## config.mk

```make
export PLATFORM = sky130hd
export DESIGN_NAME = id_ex_operand_stage
export DESIGN_NICKNAME = d
export VERILOG_FILES = /design/src/rtl/id_ex_operand_stage.sv
export SDC_FILE = /design/constraint.sdc
export NUM_CORES = 1
export LEC_CHECK = 0
export CAP_MARGIN = 40
export CORE_MARGIN = 1
export CORE_UTILIZATION = 37
export CTS_BUF_LIST = sky130_fd_sc_hd__clkbuf_2 sky130_fd_sc_hd__clkbuf_4 sky130_fd_sc_hd__clkbuf_8
export CTS_CLUSTER_DIAMETER = 60
export DETAILED_ROUTE_END_ITERATION = 7
export GPL_TIMING_DRIVEN = 0
export PLACE_DENSITY_LB_ADDON = 0.1
export SYNTH_ARGS = -nofsm -noshare
export SYNTH_HDL_FRONTEND = slang
export SYNTH_SLANG_ARGS = --single-unit
```

## constraint.sdc

```tcl
create_clock -name clk -period 1.7 [get_ports clk]
set_clock_uncertainty 0.2 [all_clocks]
set_input_delay 0.51 -clock clk [delete_from_list [all_inputs] [get_ports clk]]
set_output_delay 0.51 -clock clk [all_outputs]
set_load 0.02 [all_outputs]
```

## src/rtl/id_ex_operand_stage.sv

```systemverilog
// rtl/id_ex_operand_stage.sv - ID/EX register with operand select and RAW forwarding (optional: ALU_FWD_EN)
// Without ALU_FWD_EN the exmem_*/memwb_* inputs are ignored and operands come from the latched values.
module id_ex_operand_stage #(
    parameter int WIDTH = 32,
    parameter int REGW  = 5
) (
    input  logic             clk,
    input  logic             reset,
    input  logic             in_valid,
    output logic             in_ready,
    input  logic [REGW-1:0]  in_rs1,
    input  logic [REGW-1:0]  in_rs2,
    input  logic [REGW-1:0]  in_rd,
    input  logic [WIDTH-1:0] in_rs1_val,
    input  logic [WIDTH-1:0] in_rs2_val,
    input  logic [WIDTH-1:0] in_imm,
    input  logic             in_use_imm,
    input  logic             in_sub,
    input  logic             flush,
    input  logic             exmem_wen,
    input  logic [REGW-1:0]  exmem_rd,
    input  logic [WIDTH-1:0] exmem_val,
    input  logic             memwb_wen,
    input  logic [REGW-1:0]  memwb_rd,
    input  logic [WIDTH-1:0] memwb_val,
    output logic             out_valid,
    input  logic             out_ready,
    output logic [WIDTH-1:0] alu_a,
    output logic [WIDTH-1:0] alu_b,
    output logic             alu_ctrl,
    output logic [REGW-1:0]  out_rd
);

    logic             valid_q;
    logic [REGW-1:0]  rs1_q;
    logic [REGW-1:0]  rs2_q;
    logic [REGW-1:0]  rd_q;
    logic [WIDTH-1:0] rs1_val_q;
    logic [WIDTH-1:0] rs2_val_q;
    logic [WIDTH-1:0] imm_q;
    logic             use_imm_q;
    logic             sub_q;

    logic [WIDTH-1:0] fwd_rs1;
    logic [WIDTH-1:0] fwd_rs2;
    logic             take;

`ifdef ALU_FWD_EN
    // EX/MEM is younger than MEM/WB, so it wins; x0 is hardwired and never forwarded.
    function automatic logic [WIDTH-1:0] fwd_sel(input logic [REGW-1:0]  src,
                                                 input logic [WIDTH-1:0] stored);
        logic [WIDTH-1:0] res;
        res = stored;
        if (src != '0) begin
            if (exmem_wen && (exmem_rd == src)) begin
                res = exmem_val;
            end else if (memwb_wen && (memwb_rd == src)) begin
                res = memwb_val;
            end
        end
        return res;
    endfunction

    assign fwd_rs1 = fwd_sel(rs1_q, rs1_val_q);
    assign fwd_rs2 = fwd_sel(rs2_q, rs2_val_q);
`else
    logic unused_fwd_inputs;

    assign fwd_rs1 = rs1_val_q;
    assign fwd_rs2 = rs2_val_q;
    assign unused_fwd_inputs = ^{exmem_wen, exmem_rd, exmem_val,
                                 memwb_wen, memwb_rd, memwb_val, rs1_q, rs2_q};
`endif

    assign in_ready = !valid_q || out_ready;
    assign take     = in_valid && in_ready;

    // The hold branch rewrites the operands with their forwarded values so a
    // producer that retires while EX is stalled is captured before it disappears.
    always_ff @(posedge clk) begin
        if (reset) begin
            valid_q   <= 1'b0;
            rs1_q     <= '0;
            rs2_q     <= '0;
            rd_q      <= '0;
            rs1_val_q <= '0;
            rs2_val_q <= '0;
            imm_q     <= '0;
            use_imm_q <= 1'b0;
            sub_q     <= 1'b0;
        end else if (flush) begin
            valid_q <= 1'b0;
        end else if (take) begin
            valid_q   <= 1'b1;
            rs1_q     <= in_rs1;
            rs2_q     <= in_rs2;
            rd_q      <= in_rd;
            rs1_val_q <= in_rs1_val;
            rs2_val_q <= in_rs2_val;
            imm_q     <= in_imm;
            use_imm_q <= in_use_imm;
            sub_q     <= in_sub;
        end else if (valid_q && out_ready) begin
            valid_q <= 1'b0;
        end else begin
            rs1_val_q <= fwd_rs1;
            rs2_val_q <= fwd_rs2;
        end
    end

    assign out_valid = valid_q;
    assign alu_a     = fwd_rs1;
    assign alu_b     = use_imm_q ? imm_q : fwd_rs2;
    assign alu_ctrl  = sub_q;
    assign out_rd    = rd_q;

endmodule

```

==> impl_metrics.sql, run 1 <==
INSERT INTO impl_metrics (metric_group, metric, value, unit) VALUES
('status', 'run_status', 'finished, violations left', ''),
('status', 'violations', 'setup timing', ''),
('worst_setup_path', 'crit_path_top_delay_cell', 'dfxtp_4', ''),
('timing', 'clock.fmax', '447', 'MHz'),
('pwr', 'p_leak', '2.99', 'nW'),
('route', 'routed_via_density', '4.50', ''),
('layout', 'regArea', '0.00209', 'mm²'),
('worst_setup_path', 'ff2ff_path_depth', '6', ''),
('synthesis', 'async_reset_ff_share', '0', '%'),
('place', 'preCtsSetupSlack', '-0.808', 'ns'),
('floorplanning', 'floorplan.rows', '42', ''),
('layout', 'n_fill_cell', '1222', ''),
('place', 'finalWeightedCongestion', '0.747', ''),
('worst_setup_path', 'category_of_the_critical_setup_timing_path', 'reg2out', ''),
('place', 'place.detailed.hpwl', '9270', 'µm'),
('route', 'first_iter_violations', '142', ''),
('cts', 'insertion_delay', '0.37', 'ns'),
('global_routing', 'grt_first_pass_wirelength', '21700', 'µm'),
('cts', 'ctsHtreeMaxLevel', '3', ''),
('worst_setup_path', 'rr_endpoint', 'fwd_rs2[14]', ''),
('worst_setup_path', 'cp_data_arrival_time', '1.53', 'ns'),
('worst_setup_path', 'worstSetupEndpoint', 'alu_b[27]', ''),
('timing', 'finalHoldViolations', '0', ''),
('worst_setup_path', 'endpoint_class_of_the_critical_path', 'output port', ''),
('worst_setup_path', 'cp_slowest_stage_delay', '0.46', 'ns'),
('place', 'placement.io_buffers', '178', ''),
('pwr', 'vdd.ir_drop.worst', '0.676', 'mV'),
('pwr', 'p_per_area', '719', 'mW/mm²'),
('global_routing', 'gr-usage-all-layers', '19.8', '%'),
('synthesis', 'synth_largest_area_cell', 'dfxtp_1', ''),
('floorplanning', 'io-pin-count', '266', ''),
('global_routing', 'initial_antenna_violation_count', '0', ''),
('timing', 'slew_viol_final', '0', ''),
('floorplanning', 'chipWidth', '118', 'µm'),
('global_routing', 'grt_remaining_overflow', '0', ''),
('worst_setup_path', 'setup.worst_path.start', 'use_imm_q', ''),
('timing', 'final_period_minus_worst_setup_slack', '2.24', 'ns'),
('global_routing', 'grt_start_max_net_pins', '17', ''),
('run', 'cap_violations', '0', ''),
('synthesis', 'synth.yosys.warnings', '0', ''),
('worst_setup_path', 'crit_fanout', '6', ''),
('synthesis', 'post_synth_mux_area_share', '27.8', '%'),
('timing', 'worst_tran_pin_value', '0.459', 'ns'),
('timing', 'tns', '-15.15', 'ns'),
('synthesis', 'synth.top_cells.by_count', '206 x nand2b_1, 104 x dfxtp_1, 103 x mux2i_1', ''),
('worst_setup_path', 'regToRegSetupSlack', '0.08', 'ns'),
('timing', 'slew_headroom', '69.4', '%'),
('synthesis', 'synth_area_per_cell', '10.2', 'µm²'),
('floorplanning', 'floorplan.die.height', '118', 'µm'),
('timing', 'finalSetupViolations', '33', ''),
('route', 'antenna_violating_nets_post_route', '0', ''),
('synthesis', 'synth_top_family_by_area', 'multiplexers', ''),
('route', 'remaining_drc_errors', '0', ''),
('layout', 'drive_gt1_share', '22.8', '%'),
('synthesis', 'leading_post_synthesis_cells_by_cell_area', 'dfxtp_1 42%, nand2b_1 26%, mux2i_1 21%', ''),
('timing', 'final_critical_path_setup_slack', '-0.535', 'ns'),
('pwr', 'total_power', '5.31', 'mW'),
('synthesis', 'synth_cells', '488', ''),
('hold_path', 'hold_path_class', 'reg2reg', ''),
('synthesis', 'seq_area_frac_synth', '41.6', '%'),
('floorplanning', 'fp.dieArea', '0.0140', 'mm²'),
('layout', 'insertedDiodeCount', '0', ''),
('layout', 'design_area', '0.00738', 'mm²'),
('cts', 'cts-buffers-inserted', '9', ''),
('floorplanning', 'initial_core_util', '37.9', '%'),
('global_routing', 'grt_pass1_vias', '4102', ''),
('layout', 'final_util', '56.0', '%'),
('cts', 'clk_pin_slew', '0.09', 'ns'),
('worst_setup_path', 'cp_cell_sequence', 'buf_12 -> buf_8 -> mux2_4 -> buf_6', ''),
('floorplanning', 'core_region_area', '0.0132', 'mm²'),
('synthesis', 'post_synthesis_cell_area', '0.00500', 'mm²');
==> logic make-up (layout without fill, tap and decap cells) <==
logic type             count (synthesis)  count (layout)
AND/OR/NAND/NOR                      210             210
buffers and inverters                 39             244
multiplexers                         135             135
flip-flops                           104             104
==> state kept, by name (all words and copies together), names as in the netlist <==
signal,flops
alu_a,32
fwd_rs2,32
imm_q,32
out_rd,5
alu_ctrl,1
out_valid,1
use_imm_q,1
==> through the flow <==
step / std cells / hold WS [ns]
floorplan: 488 / 0.245
global placement: 842 / 0.255
detailed placement: 842 / 0.259
CTS: 868 / 0.274
global route: 869 / 0.289
finish: 869 / 0.275
==> critical path: cells and delay by family (launching register included) <==
| kind | cells | cell delay [ns] |
|---|---|---|
| buf+inv | 3 | 0.38 |
| flops | 1 | 0.46 |
| mux | 1 | 0.31 |
==> per-layer routing <==
layer	up-vias	track usage [%]	share of wire [%]
met5	-	0	0
met4	0	4.09	0.80
met3	6	7.38	7.2
met2	114	33.5	47
met1	1812	24.0	45
li1	1981	-	-
==> placed cells by master (no fill, tap or decap), types with 3 or more instances in the layout <==
cell	Yosys	final
nand2b_1	206	206
clkdlybuf4s50_1	0	103
mux2i_1	103	101
dfxtp_1	104	101
buf_2	7	49
buf_6	7	31
mux2_4	0	24
clkbuf_1	23	19
buf_12	0	9
clkbuf_8	0	9
mux2_2	32	8
buf_4	1	5
clkinv_2	0	5
clkbuf_2	0	3
==> layout make-up <==
type	instances	area share [%]
buffer	37	3.85
clock buffer	9	1.68
clock inverter	7	0.847
inverter	1	0.0508
multi-input combinational	345	38.2
sequential	104	28.3
tap	176	2.98
timing repair buffer	190	24.1
==> worst min path at each step <==
| stage | startpoint | endpoint | slack, ns | cells past startpoint |
|---|---|---|---|---|
| after floorplan | imm_q[0] | imm_q[0] | 0.25 | 2 |
| after global placement | imm_q[14] | imm_q[14] | 0.26 | 2 |
| after detailed placement | alu_a[4] | alu_a[4] | 0.26 | 2 |
| after CTS | flush | out_valid | 0.27 | 2 |
| after global routing | imm_q[15] | imm_q[15] | 0.29 | 2 |
| final | imm_q[14] | imm_q[14] | 0.27 | 2 |
==> report_power, final <==
group	total, mW	internal (mW)	leakage, nW	switching (mW)
logic	1.15	0.677	2.04	0.474
registers	2.63	2.56	0.852	0.0721
clock network	1.52	0.669	0.0985	0.855
total	5.31	3.91	2.99	1.40
==> repair_timing <==
action,in CTS,in global routing
setup endpoints to repair,175,117
resized for setup,389,19
hold buffers,0,0
buffers inserted,6,3
pin swaps,1,1
cloned,4,2
(Power assumes the default switching activity.)
==> run 2, diff against run 1 <==
--- a/config.mk
+++ b/config.mk
@@ -13,6 +13,7 @@
 export DETAILED_ROUTE_END_ITERATION = 7
 export GPL_TIMING_DRIVEN = 0
 export PLACE_DENSITY_LB_ADDON = 0.1
+export SKIP_LAST_GASP = 1
 export SYNTH_ARGS = -nofsm -noshare
 export SYNTH_HDL_FRONTEND = slang
 export SYNTH_SLANG_ARGS = --single-unit
==> run 2 against run 1 <==
  * The run still ends with setup timing left
  * Final cell count unchanged
  * First-iteration DRC count up 2.8%
  * Routed wire length down 0.16%
  * Critical path type unchanged
  * Largest power group unchanged
==> impl_metrics.sql, run 2 (same netlist as run 1, synthesis figures left out) <==
INSERT INTO impl_metrics (metric_group, metric, value, unit) VALUES
('timing', 'worst_tran_pin_value', '0.460', 'ns'),
('layout', 'n_fill_cell', '1223', ''),
('worst_setup_path', 'category_of_the_critical_setup_timing_path', 'reg2out', ''),
('cts', 'cts-buffers-inserted', '9', ''),
('floorplanning', 'initial_core_util', '37.9', '%'),
('route', 'antenna_violating_nets_post_route', '0', ''),
('hold_path', 'hold_path_class', 'reg2reg', ''),
('timing', 'finalHoldViolations', '0', ''),
('timing', 'slew_viol_final', '0', ''),
('cts', 'ctsHtreeMaxLevel', '3', ''),
('floorplanning', 'io-pin-count', '266', ''),
('global_routing', 'grt_start_max_net_pins', '17', ''),
('floorplanning', 'core_region_area', '0.0132', 'mm²'),
('layout', 'regArea', '0.00209', 'mm²'),
('place', 'finalWeightedCongestion', '0.747', ''),
('global_routing', 'gr-usage-all-layers', '19.8', '%'),
('cts', 'cts.sink_count', '104', ''),
('worst_setup_path', 'crit_path_top_delay_cell', 'dfxtp_4', ''),
('worst_setup_path', 'cp_data_arrival_time', '1.53', 'ns'),
('route', 'remaining_drc_errors', '0', ''),
('worst_setup_path', 'endpoint_class_of_the_critical_path', 'output port', ''),
('timing', 'fin_crit_sh', '132', '%'),
('worst_setup_path', 'crit_fanout', '6', ''),
('timing', 'finalSetupViolations', '33', ''),
('route', 'vias', '3913', ''),
('layout', 'most-common-layout-cells', '206 x nand2b_1, 103 x clkdlybuf4s50_1, 101 x mux2i_1, 101 x dfxtp_1, 52 x buf_2', ''),
('route', 'wl_per_cell', '15.3', 'µm'),
('timing', 'slew_headroom', '69.4', '%'),
('timing', 'final_period_minus_worst_setup_slack', '2.24', 'ns'),
('worst_setup_path', 'critical_path_launch_point_type', 'flop', ''),
('worst_setup_path', 'cp_slowest_stage_delay', '0.46', 'ns'),
('place', 'place.detailed.hpwl', '9270', 'µm'),
('place', 'placement.io_buffers', '178', ''),
('cts', 'clk_pin_slew', '0.09', 'ns'),
('place', 'placed_cell_area', '0.00701', 'mm²'),
('floorplanning', 'fp.dieArea', '0.0140', 'mm²'),
('global_routing', 'grt_pass1_vias', '4092', ''),
('floorplanning', 'chipWidth', '118', 'µm'),
('route', 'routed_wirelength', '13300', 'µm'),
('timing', 'clock.fmax', '447', 'MHz'),
('run', 'cap_violations', '0', ''),
('pwr', 'p_per_area', '721', 'mW/mm²'),
('worst_setup_path', 'cp_num_buf_inv', '3', ''),
('pwr', 'vdd.ir_drop.worst', '0.676', 'mV'),
('worst_setup_path', 'cp_cell_sequence', 'buf_12 -> buf_8 -> mux2_4 -> buf_6', ''),
('global_routing', 'met2_usage', '33.4', '%'),
('status', 'violations', 'setup timing', ''),
('global_routing', 'grt_met3_usage', '7.38', '%'),
('route', 'routed_via_density', '4.50', ''),
('layout', 'design_area', '0.00735', 'mm²'),
('timing', 'final_critical_path_setup_slack', '-0.537', 'ns'),
('timing', 'rsz0062_at_grt', 'yes', ''),
('route', 'dr.pass1.iters', '4', ''),
('global_routing', 'initial_antenna_violation_count', '0', ''),
('global_routing', 'global_route.peak_usage_layer', 'met2', ''),
('cts', 'hold_bufs_at_cts', '0', ''),
('cts', 'cts_root_buf', 'clkbuf_8', ''),
('pwr', 'p_leak', '2.98', 'nW'),
('cts', 'cts_max_path_buffers', '2', ''),
('layout', 'insertedDiodeCount', '0', ''),
('layout', 'drive_gt1_share', '22.8', '%'),
('layout', 'final_nets', '882', ''),
('route', 'first_iter_violations', '146', ''),
('cts', 'tritoncts', 'built', ''),
('global_routing', 'global_route.usage.met1', '23.9', '%'),
('layout', 'layout-area-overhead-vs-synth', '47.0', '%'),
('floorplanning', 'floorplan.rows', '42', ''),
('layout', 'final_common_cell', 'nand2b_1', ''),
('worst_setup_path', 'required', '0.99', 'ns'),
('worst_setup_path', 'cpLargestDelayFamily', 'flip-flops', ''),
('status', 'run_status', 'finished, violations left', ''),
('layout', 'multi_input_area', '0.00281', 'mm²'),
('floorplanning', 'floorplan.die.height', '118', 'µm'),
('global_routing', 'grt_remaining_overflow', '0', ''),
('cts', 'insertion_delay', '0.37', 'ns'),
('timing', 'timing.hold.ws', '0.275', 'ns'),
('global_routing', 'grt_first_pass_wirelength', '21600', 'µm');
## run 2: changes by cell type in the layout (fill, tap and decap cells not counted)
cell    previous run  this run
buf_2             49        52
mux2_4            24        21
buf_6             31        28
mux2_2             8        11
## run 2: final cells by class
cell class	count	share of cell area (%)
plain buffers	37	3.86
clock buffers	9	1.68
clock inverters	7	0.851
inverters	1	0.0511
multi-input cells	345	38.2
flip-flops and latches	104	28.4
well taps	176	3.00
repair buffers	190	24.0
## run 2: worst min-delay path: cells and delay by family (launching register included)
family | cells | cell delay, ns
flip-flops | 1 | 0.32
multiplexers | 1 | 0.06
AND/OR/NAND/NOR | 1 | 0.06
## run 2: repair_timing
| action | 4_1_cts | 5_1_grt |
|---|---|---|
| setup endpoints to repair | 175 | 117 |
| cloned | 4 | 2 |
| pin swaps | 1 | 1 |
| resized for setup | 383 | 16 |
| buffers inserted | 6 | 3 |
## run 2: report_power, final
group	internal (mW)	switching [mW]	leakage, nW
logic	0.670	0.473	2.03
clock network	0.669	0.856	0.0985
registers	2.56	0.0717	0.852
total	3.90	1.40	2.98
## run 2: final timing paths
path / start / endpoint / slack (ns) / cells after the start
max: use_imm_q / alu_b[27] / -0.54 / 4
min: imm_q[14] / imm_q[14] / 0.27 / 2
max reg2reg: out_valid / fwd_rs2[7] / 0.08 / 6
min reg2reg: imm_q[14] / imm_q[14] / 0.27 / 2
## run 2: through the flow
stage	power (mW)	cells	utilization [%]	worst slack, ns	setup TNS (ns)
2_1_floorplan	3.23	488	-	-0.00518	-0.156
3_3_place_gp	3.77	842	53.2	-0.778	-79.05
3_5_place_dp	3.78	842	53.2	-0.808	-80.97
4_1_cts	5.37	868	55.4	-0.602	-18.06
5_1_grt	5.56	869	55.7	-0.608	-17.51
6_report	5.30	869	55.7	-0.537	-15.26
## run 2: routing by layer
| layer | up-vias | routed length (µm) |
|---|---|---|
| met2 | 114 | 6210 |
| li1 | 1980 | - |
| met4 | 0 | 107 |
| met1 | 1813 | 5990 |
| met5 | - | 0 |
| met3 | 6 | 987 |
